--- src/rtl/sched_pkg.sv ---
// Shared types for the stage-pipeline issue scheduler: FSM states, requester ids, in-flight tags.
package sched_pkg;
  localparam int TAG_DATA_W  = 8;
  localparam int FAULT_CNT_W = 16;

  typedef enum logic [1:0] {IDLE, RUN, DRAIN, HALT} sched_state_e;

  typedef enum logic {SRC_UART = 1'b0, SRC_PAT = 1'b1} src_e;

  typedef struct packed {
    src_e                  src;
    logic [TAG_DATA_W-1:0] data;
  } tag_t;
endpackage

--- src/rtl/sched_tag_fifo.sv ---
// In-flight tag FIFO: head visible combinationally, push/pop registered on the same edge.
// Push is ignored when full, pop when empty; a same-cycle pop never frees a slot for that push.
module sched_tag_fifo
  import sched_pkg::*;
#(
  parameter int DEPTH = 4
) (
  input  logic clk,
  input  logic rst,
  input  logic push,
  input  tag_t push_tag,
  input  logic pop,
  output tag_t head,
  output logic full,
  output logic empty
);
  localparam int AW = (DEPTH > 1) ? $clog2(DEPTH) : 1;

  tag_t          mem [DEPTH];
  logic [AW-1:0] wr_ptr;
  logic [AW-1:0] rd_ptr;
  logic [AW:0]   count;
  logic          do_push;
  logic          do_pop;

  assign do_push = push && !full;
  assign do_pop  = pop && !empty;
  assign full    = (count == (AW+1)'(DEPTH));
  assign empty   = (count == '0);
  assign head    = mem[rd_ptr];

  // DEPTH is a power of two, so the pointers wrap naturally.
  always_ff @(posedge clk) begin
    if (rst) begin
      wr_ptr <= '0;
      rd_ptr <= '0;
      count  <= '0;
    end else begin
      if (do_push) begin
        mem[wr_ptr] <= push_tag;
        wr_ptr      <= wr_ptr + 1'b1;
      end
      if (do_pop) rd_ptr <= rd_ptr + 1'b1;
      if (do_push && !do_pop) count <= count + 1'b1;
      else if (!do_push && do_pop) count <= count - 1'b1;
    end
  end
endmodule

--- src/rtl/pipe_stage_sched.sv ---
// Round-robin issue of UART/pattern bytes into the stage pipeline and per-byte return check; stg 1 cycle, result 1 cycle after ret_dv.
// Readies drop when not RUN or tag FIFO full. SCHED_FAULT_HALT_EN: first fault parks the FSM in HALT until rst.
module pipe_stage_sched
  import sched_pkg::*;
#(
  parameter int DATA_W    = TAG_DATA_W,
  parameter int TAG_DEPTH = 4
) (
  input  logic                   glitched_clk,
  input  logic                   rst,
  input  logic                   enable,
  input  logic                   uart_dv,
  input  logic [DATA_W-1:0]      uart_data,
  output logic                   uart_ready,
  input  logic                   pat_dv,
  input  logic [DATA_W-1:0]      pat_data,
  output logic                   pat_ready,
  output logic                   stg_dv,
  output logic [DATA_W-1:0]      stg_data,
  input  logic                   ret_dv,
  input  logic [DATA_W-1:0]      ret_data,
  output logic                   res_valid,
  output logic [DATA_W-1:0]      res_data,
  output logic                   res_src,
  output logic                   res_fault,
  output logic [FAULT_CNT_W-1:0] fault_cnt,
  output logic                   busy
);
  sched_state_e state;
  sched_state_e state_nx;
  src_e         last_grant;
  tag_t         push_tag;
  tag_t         head;
  logic         fifo_full;
  logic         fifo_empty;
  logic         issue_ok;
  logic         grant_uart;
  logic         grant_pat;
  logic         push;
  logic         cur_fault;

  sched_tag_fifo #(.DEPTH(TAG_DEPTH)) u_tag_fifo (
    .clk      (glitched_clk),
    .rst      (rst),
    .push     (push),
    .push_tag (push_tag),
    .pop      (ret_dv),
    .head     (head),
    .full     (fifo_full),
    .empty    (fifo_empty)
  );

  // UART wins a tie unless it took the previous transfer.
  assign issue_ok      = (state == RUN) && !fifo_full;
  assign grant_uart    = uart_dv && (!pat_dv || last_grant == SRC_PAT);
  assign grant_pat     = pat_dv && !grant_uart;
  assign uart_ready    = issue_ok && grant_uart;
  assign pat_ready     = issue_ok && grant_pat;
  assign push          = uart_ready || pat_ready;
  assign push_tag.src  = uart_ready ? SRC_UART : SRC_PAT;
  assign push_tag.data = uart_ready ? uart_data : pat_data;

  // A return with nothing in flight is always a fault.
  assign cur_fault = ret_dv && (fifo_empty || ret_data != head.data);
  assign busy      = (state != IDLE) || !fifo_empty;

  always_comb begin
    state_nx = state;
    case (state)
      IDLE:    if (enable) state_nx = RUN;
      RUN:     if (!enable) state_nx = fifo_empty ? IDLE : DRAIN;
      DRAIN: begin
        if (enable) state_nx = RUN;
        else if (fifo_empty) state_nx = IDLE;
      end
      HALT:    state_nx = HALT;
      default: state_nx = IDLE;
    endcase
`ifdef SCHED_FAULT_HALT_EN
    if (cur_fault) state_nx = HALT;
`endif
  end

  always_ff @(posedge glitched_clk) begin
    if (rst) begin
      state      <= IDLE;
      last_grant <= SRC_PAT;
      stg_dv     <= 1'b0;
      stg_data   <= '0;
      res_valid  <= 1'b0;
      res_data   <= '0;
      res_src    <= 1'b0;
      res_fault  <= 1'b0;
      fault_cnt  <= '0;
    end else begin
      state     <= state_nx;
      stg_dv    <= push;
      res_valid <= ret_dv;
      res_fault <= cur_fault;
      if (push) begin
        stg_data   <= push_tag.data;
        last_grant <= push_tag.src;
      end
      if (ret_dv) begin
        res_data <= ret_data;
        res_src  <= fifo_empty ? SRC_UART : head.src;
      end
      if (cur_fault && fault_cnt != '1) fault_cnt <= fault_cnt + 1'b1;
    end
  end
endmodule
--- config.mk ---
export PLATFORM = sky130hd
export DESIGN_NAME = pipe_stage_sched
export DESIGN_NICKNAME = d
export VERILOG_FILES = /design/src/rtl/sched_pkg.sv /design/src/rtl/sched_tag_fifo.sv /design/src/rtl/pipe_stage_sched.sv
export SDC_FILE = /design/constraint.sdc
export NUM_CORES = 1
export LEC_CHECK = 0
export BUFFER_PORTS_ARGS = -buffer_cell sky130_fd_sc_hd__buf_2
export CAP_MARGIN = 10
export CELL_PAD_IN_SITES_DETAIL_PLACEMENT = 0
export CELL_PAD_IN_SITES_GLOBAL_PLACEMENT = 1
export CORE_AREA = 3 3 127 80
export DETAILED_ROUTE_END_ITERATION = 10
export DIE_AREA = 0 0 130 83
export PLACE_DENSITY = 0.73
export SLEW_MARGIN = 30
export SYNTH_ARGS = -nofsm -noshare
export SYNTH_HDL_FRONTEND = slang
export SYNTH_SLANG_ARGS = --single-unit
export TNS_END_PERCENT = 1
--- constraint.sdc ---
create_clock -name glitched_clk -period 3.4 [get_ports glitched_clk]
set_input_delay 0.17 -clock glitched_clk [delete_from_list [all_inputs] [get_ports glitched_clk]]
set_output_delay 0.17 -clock glitched_clk [all_outputs]
set_load 0.05 [all_outputs]
==> results.toml, run 1 <==
[pwr]
ir_worst_vdd_v = 0.000326
p_per_area_nw_per_um2 = 621
p_leak_nw = 1.80

[finish]
nNetsFinal = 426
fin_util_pct = 49.2
antenna_cells = 0
layout-drive-gt1-share_pct = 28.2
area_growth_pct = 20.2

[sta]
slew_headroom_pct = 63.5
finalSetupTns_ns = 0
finalClockSkew_ns = 0.00819
period_needed_ns = 2.84
finalMaxSlewViolations = 0
min_period_over_period_pct = 83.6
setup_violations = 0
tightest_slew_ns = 0.534
rsz0062_at_grt = "false"
finalHoldViolations = 0
timing.fmax_mhz = 352

[setup_path]
crit_cells = 7
cpPeakStageDelay_ns = 0.66
critPathRequiredTime_ns = 3.63
cp_data_arrival_time_ns = 3.07
critical-path-slowest-cell = "mux4_1"
critPathLaunchType = "flop"
crit_buf_inv = 1
crit_family = "multiplexers"
crit_type = "reg -> reg"
path_max_fanout = 19
r2r_slack_ns = 0.56
cp-end-kind = "flop"
cp_cell_sequence = "mux4_1 > xnor2_1 > nand4_1 > o41ai_4 > buf_4 > nor2_1 > mux2_2"
r2r_cells = 7

[clock_tree]
cts.sinks = 84
clkTransAtPathRegs_ns = 0.06
cts_made_buffers = 9
holdBufCountCts = 0
clockBufferDepth = 2
cts-resized-gates = 0
htree_levels = 3
cts_tree = "done"
insertion_delay_ns = 0.34
clockRootBuffer = "clkbuf_16"
post-cts-setup-buffer-count = 0

[hold_path]
min_path_type = "in -> reg"
hold_depth = 3

[synth]
synthTopCellsByArea = "edfxtp_1 29%, dfxtp_1 26%, mux4_1 4.9%"
synth_fp_nets = 357
synth_warnings = 0
synthCells = 320
synth_edf_count = 36
seq_area_frac_synth_pct = 54.9
ys_async_sr_fraction_pct = 0
synth.avg_cell_area_um2 = 11.6
ys_seq_elements = 84
synth_top_cell_area_share_pct = 29.1
ys_types = 42
syn_area_um2 = 3720
synth_top_area_cell = "edfxtp_1"
ys.flop_type = "dfxtp_1"

[routing]
route.detailed.vias_per_inst = 5.11
drtAntennaViolNets = 0
wl_per_cell_um = 15.9
drt-pass1-iter-count = 4
vias = 2605
wirelength_mm = 8.09
drc = 0
drt_iter0_markers = 158

[global_routing]
grt_max_degree = 33
grt_overflow = 0
first_global_vias = 2505
antenna_found_initial = 0
grt_pass1_wl_mm = 13.2
grtUsageTotal_pct = 16.0

[die]
start_util_pct = 40.9
num_rows = 27
core-area_um2 = 9090
die_area_um2 = 10800
pin_count = 69
die_w_um = 130
fp.dieH_um = 83

[place]
gp_congestion = 0.770
dp_hpwl_mm = 5.81
numPortBuffers = 68

[outcome]
outcome = "finished clean"

[run]
cap_viol_max_count = 0
-- cell usage after synthesis, types with 2 or more instances --
cell type and number:
o21ai_0 5, clkbuf_1 10, or4_1 2, a221oi_1 3
xor2_1 6, and3_1 4, edfxtp_1 36, dfxtp_1 48
xnor2_1 7, nor3_2 2, ha_1 6, inv_1 9
mux4_1 7, nor2_1 32, nand4_1 5, nor2b_1 12
and2_1 7, nand2b_1 4, nor3_1 5, nor4_1 2
nand2_1 20, mux2_2 15, or2_2 2, or3_1 5
mux2_4 2, a21oi_1 19, nand3_1 16, mux2i_1 14
buf_6 2
-- worst reg2reg max path, cell delays in order (launching register included) --
cell and delay, ns:
dfxtp_1 0.61, mux4_1 0.66, xnor2_1 0.15, nand4_1 0.19
o41ai_4 0.40, buf_4 0.29, nor2_1 0.14, mux2_2 0.31
-- kinds of logic (layout without fill, tap and decap cells) --
group           Yosys count  after routing  share of synthesized area (%)
buf+inv                  24             98                           2.96
compound gates           32             32                           5.55
xor+xnor                 13             13                           3.06
simple gates            121            121                           16.6
mux                      38             38                           14.1
flops                    84             84                           54.9
fa+ha+maj                 8              8                           2.83
-- where the power goes --
part	internal, mW	switching (mW)
clock network	0.587	0.388
logic	0.233	0.360
registers	1.13	0.0751
total	1.95	0.823
-- cell usage in the layout (no fill, tap or decap), types with 6 or more instances in the layout --
cell | synthesis | final
a21oi_1 | 19 | 19
and2_1 | 7 | 7
buf_2 | 1 | 68
clkbuf_16 | 0 | 9
dfxtp_1 | 48 | 48
edfxtp_1 | 36 | 36
ha_1 | 6 | 6
inv_1 | 9 | 9
mux2_2 | 15 | 15
mux2i_1 | 14 | 14
mux4_1 | 7 | 7
nand2_1 | 20 | 20
nand3_1 | 16 | 16
nor2_1 | 32 | 32
nor2b_1 | 12 | 12
xnor2_1 | 7 | 7
xor2_1 | 6 | 6
-- flip-flops by register name, indices dropped and copies added (netlist names), named ones only --
name               cells
stg_data               8
u_tag_fifo.wr_ptr      2
stg_dv                 1
u_tag_fifo.mem        36
last_grant             1
res_data               8
res_valid              1
res_fault              1
u_tag_fifo.count       3
u_tag_fifo.rd_ptr      2
fault_cnt             16
state                  2
res_src                1
-- stage by stage --
stage | hold slack (ns) | cells | setup WS, ns | instance area (um^2) | total power, mW
after global placement | 0.394 | 494 | 0.644 | 4160 | 1.80
after global routing | 0.0941 | 510 | 0.360 | 4470 | 2.92
after CTS | 0.0593 | 510 | 0.543 | 4470 | 2.80
after detailed placement | 0.417 | 494 | 0.541 | 4160 | 1.82
after floorplan | 0.287 | 320 | 0.719 | 3720 | 1.68
final | 0.0670 | 510 | 0.558 | 4470 | 2.77
-- path summary, 6_finish.rpt --
path,start,to
setup / recovery,flop,fault_cnt[0]
hold / removal,enable,state[0]
setup reg to reg,flop,fault_cnt[0]
hold reg to reg,stg_data[2],stg_data[2]
-- final cells by class --
| cell class | instances | area, um^2 |
|---|---|---|
| fillers | 823 | 4620 |
| flip-flops and latches | 84 | 2040 |
| multi-input cells | 212 | 1570 |
| repair buffers | 73 | 378 |
| clock buffers | 10 | 239 |
| well taps | 116 | 145 |
| clock inverters | 6 | 63.8 |
| inverters | 9 | 33.8 |
-- layer usage --
metal	global-route usage [%]	wire length (um)	part of all wire [%]	vias up
met2	21.3	3250	40	84
li1	-	-	-	1289
met1	24.1	4040	50	1228
met3	6.56	726	9.0	4
met5	0	0	0	-
met4	3.68	61	0.75	0
(Power assumes the default switching activity.)
==> inputs of run 2 (changes only) <==
- clock period: 3.4 -> 2.8 ns (I/O delays scaled with it)
==> run 2 against run 1 <==
Against the previous run:
- clock-buffer cell count decreased by 1
- die area is the same
- sequential share of layout area shrank 0.53 points
- critical path depth stayed put
- core utilization increased by 0.61 points
- clock skew fell by 0.0025 ns
- cell count grew 0.98%
- maximum frequency rose by 10%
- via count increased by 0.12%
- power grew 24%
==> results.toml, run 2 (synthesis results as in run 1) <==
[finish]
final_cell_area_um2 = 4520
area_growth_pct = 21.6
final_common_cell = "buf_2"
mostFrequentLayoutCells = "68 x buf_2, 47 x dfxtp_1, 36 x edfxtp_1"
nNetsFinal = 431
regMostFlops = "u_tag_fifo.mem"
fin_util_pct = 49.8
largest_register_ffs = 36
layout-drive-gt1-share_pct = 28.6
reg_top3 = "u_tag_fifo.mem x36, fault_cnt x16"
antenna_cells = 0

[routing]
drt-pass1-iter-count = 4
vias = 2608
drtAntennaViolNets = 0
wirelength_mm = 8.16
route.detailed.vias_per_inst = 5.06
drc = 0
wl_per_cell_um = 15.9
drt_iter0_markers = 179

[clock_tree]
insertion_delay_ns = 0.34
htree_levels = 3
clockRootBuffer = "clkbuf_16"
cts.sinks = 84
cts_made_buffers = 9
holdBufCountCts = 0
cts_tree = "done"
clockBufferDepth = 2
clkTransAtPathRegs_ns = 0.06

[die]
start_util_pct = 40.9
die_w_um = 130
pin_count = 69
core-area_um2 = 9090
die_area_um2 = 10800
fp.dieH_um = 83
num_rows = 27

[setup_path]
cp_data_arrival_time_ns = 2.80
critPathRequiredTime_ns = 3.02
r2r_cells = 7
cp_cell_sequence = "mux4_1 > xnor2_1 > nand4_1 > o41ai_4 > buf_12 > nor4b_1 > mux2_2"
critPathLaunchType = "flop"
cp-end-kind = "flop"
r2r_slack_ns = 0.22
crit_type = "reg -> reg"
critical-path-slowest-cell = "mux4_1"
path_max_fanout = 18
cpPeakStageDelay_ns = 0.62
rr_endpoint = "fault_cnt[3]"
crit_family = "multiplexers"
crit_buf_inv = 1

[place]
post-place-ws_ns = 0.0386
place_area_um2 = 4210
numPortBuffers = 68
gp_congestion = 0.780
dp_hpwl_mm = 5.79

[pwr]
ir_worst_vdd_v = 0.000385
p_leak_nw = 1.83
p_per_area_nw_per_um2 = 759

[run]
cap_viol_max_count = 0

[sta]
min_period_over_period_pct = 92.1
finalClockSkew_ns = 0.00567
slew_headroom_pct = 57.5
finalMaxSlewViolations = 0
timing.fmax_mhz = 388
period_needed_ns = 2.58
finalHoldViolations = 0
tightest_slew_ns = 0.621
rsz0062_at_grt = "false"
finalSetupTns_ns = 0
setup_slack_ns = 0.220
setup_violations = 0
fin_hold_ws_ns = 0.0392

[global_routing]
use_met2_pct = 20.3
grt_max_degree = 30
first_global_vias = 2516
busiest_layer = "met1"
antenna_found_initial = 0
met3_usage_pct = 6.04
grtUsageTotal_pct = 16.1
grt_overflow = 0
grt_use_met1_pct = 25.1
grt_pass1_wl_mm = 13.2

[hold_path]
hold_depth = 3
min_from = "enable"
min_path_type = "in -> reg"
holdPathEnd = "state[0]"

[outcome]
outcome = "finished clean"
## run 2: changes by cell type in the layout (fill, tap and decap cells not counted), sizes merged
cell      delta
buf          +5
bufinv       +1
clkbuf       -1
clkinv       +2
clkinvlp     -2
## run 2: cell type report
| type | count | area (um^2) |
|---|---|---|
| Fill cell | 790 | 4570 |
| Sequential cell | 84 | 2040 |
| Multi-Input combinational cell | 212 | 1570 |
| Timing Repair Buffer | 78 | 428 |
| Clock buffer | 9 | 225 |
| Tap cell | 116 | 145 |
| Clock inverter | 7 | 81.3 |
| Inverter | 9 | 33.8 |
## run 2: timing repair
item | in CTS | in global routing
setup buffers | 0 | 0
resized for setup | 0 | 1
setup endpoints to repair | 0 | 8
## run 2: how the worst max path moves through the flow
stage / from / to / slack, ns / cells past startpoint
6_report: flop / fault_cnt[3] / 0.22 / 7
2_1_floorplan: u_tag_fifo.count[0] / u_tag_fifo.count[2] / 0.12 / 12
3_5_place_dp: flop / fault_cnt[3] / 0.04 / 7
5_1_grt: flop / fault_cnt[3] / 0.08 / 7
3_3_place_gp: flop / fault_cnt[6] / 0.13 / 7
4_1_cts: flop / fault_cnt[3] / 0.03 / 7
## run 2: per-layer routing
layer / part of all wire [%] / vias to the layer above / routed length [um]
li1: - / 1298 / -
met1: 53 / 1229 / 4350
met2: 40 / 70 / 3230
met3: 5.8 / 11 / 475
met4: 1.3 / 0 / 110
met5: 0 / - / 0
## run 2: tightest hold or removal path, stage by stage
cell	delay (ns)
buf_2	0.09
a21oi_1	0.04
nor2_1	0.07
## run 2: metrics by stage
stage / instances / power, mW
2_1_floorplan: 320 / 2.04
3_3_place_gp: 499 / 2.22
3_5_place_dp: 499 / 2.23
4_1_cts: 515 / 3.47
5_1_grt: 515 / 3.62
6_report: 515 / 3.43
## run 2: power by group
group / switching [mW] / internal (mW) / total, mW
clock: 0.454 / 0.768 / 1.22
combinational: 0.453 / 0.303 / 0.755
sequential: 0.0780 / 1.37 / 1.45
total: 0.985 / 2.45 / 3.43
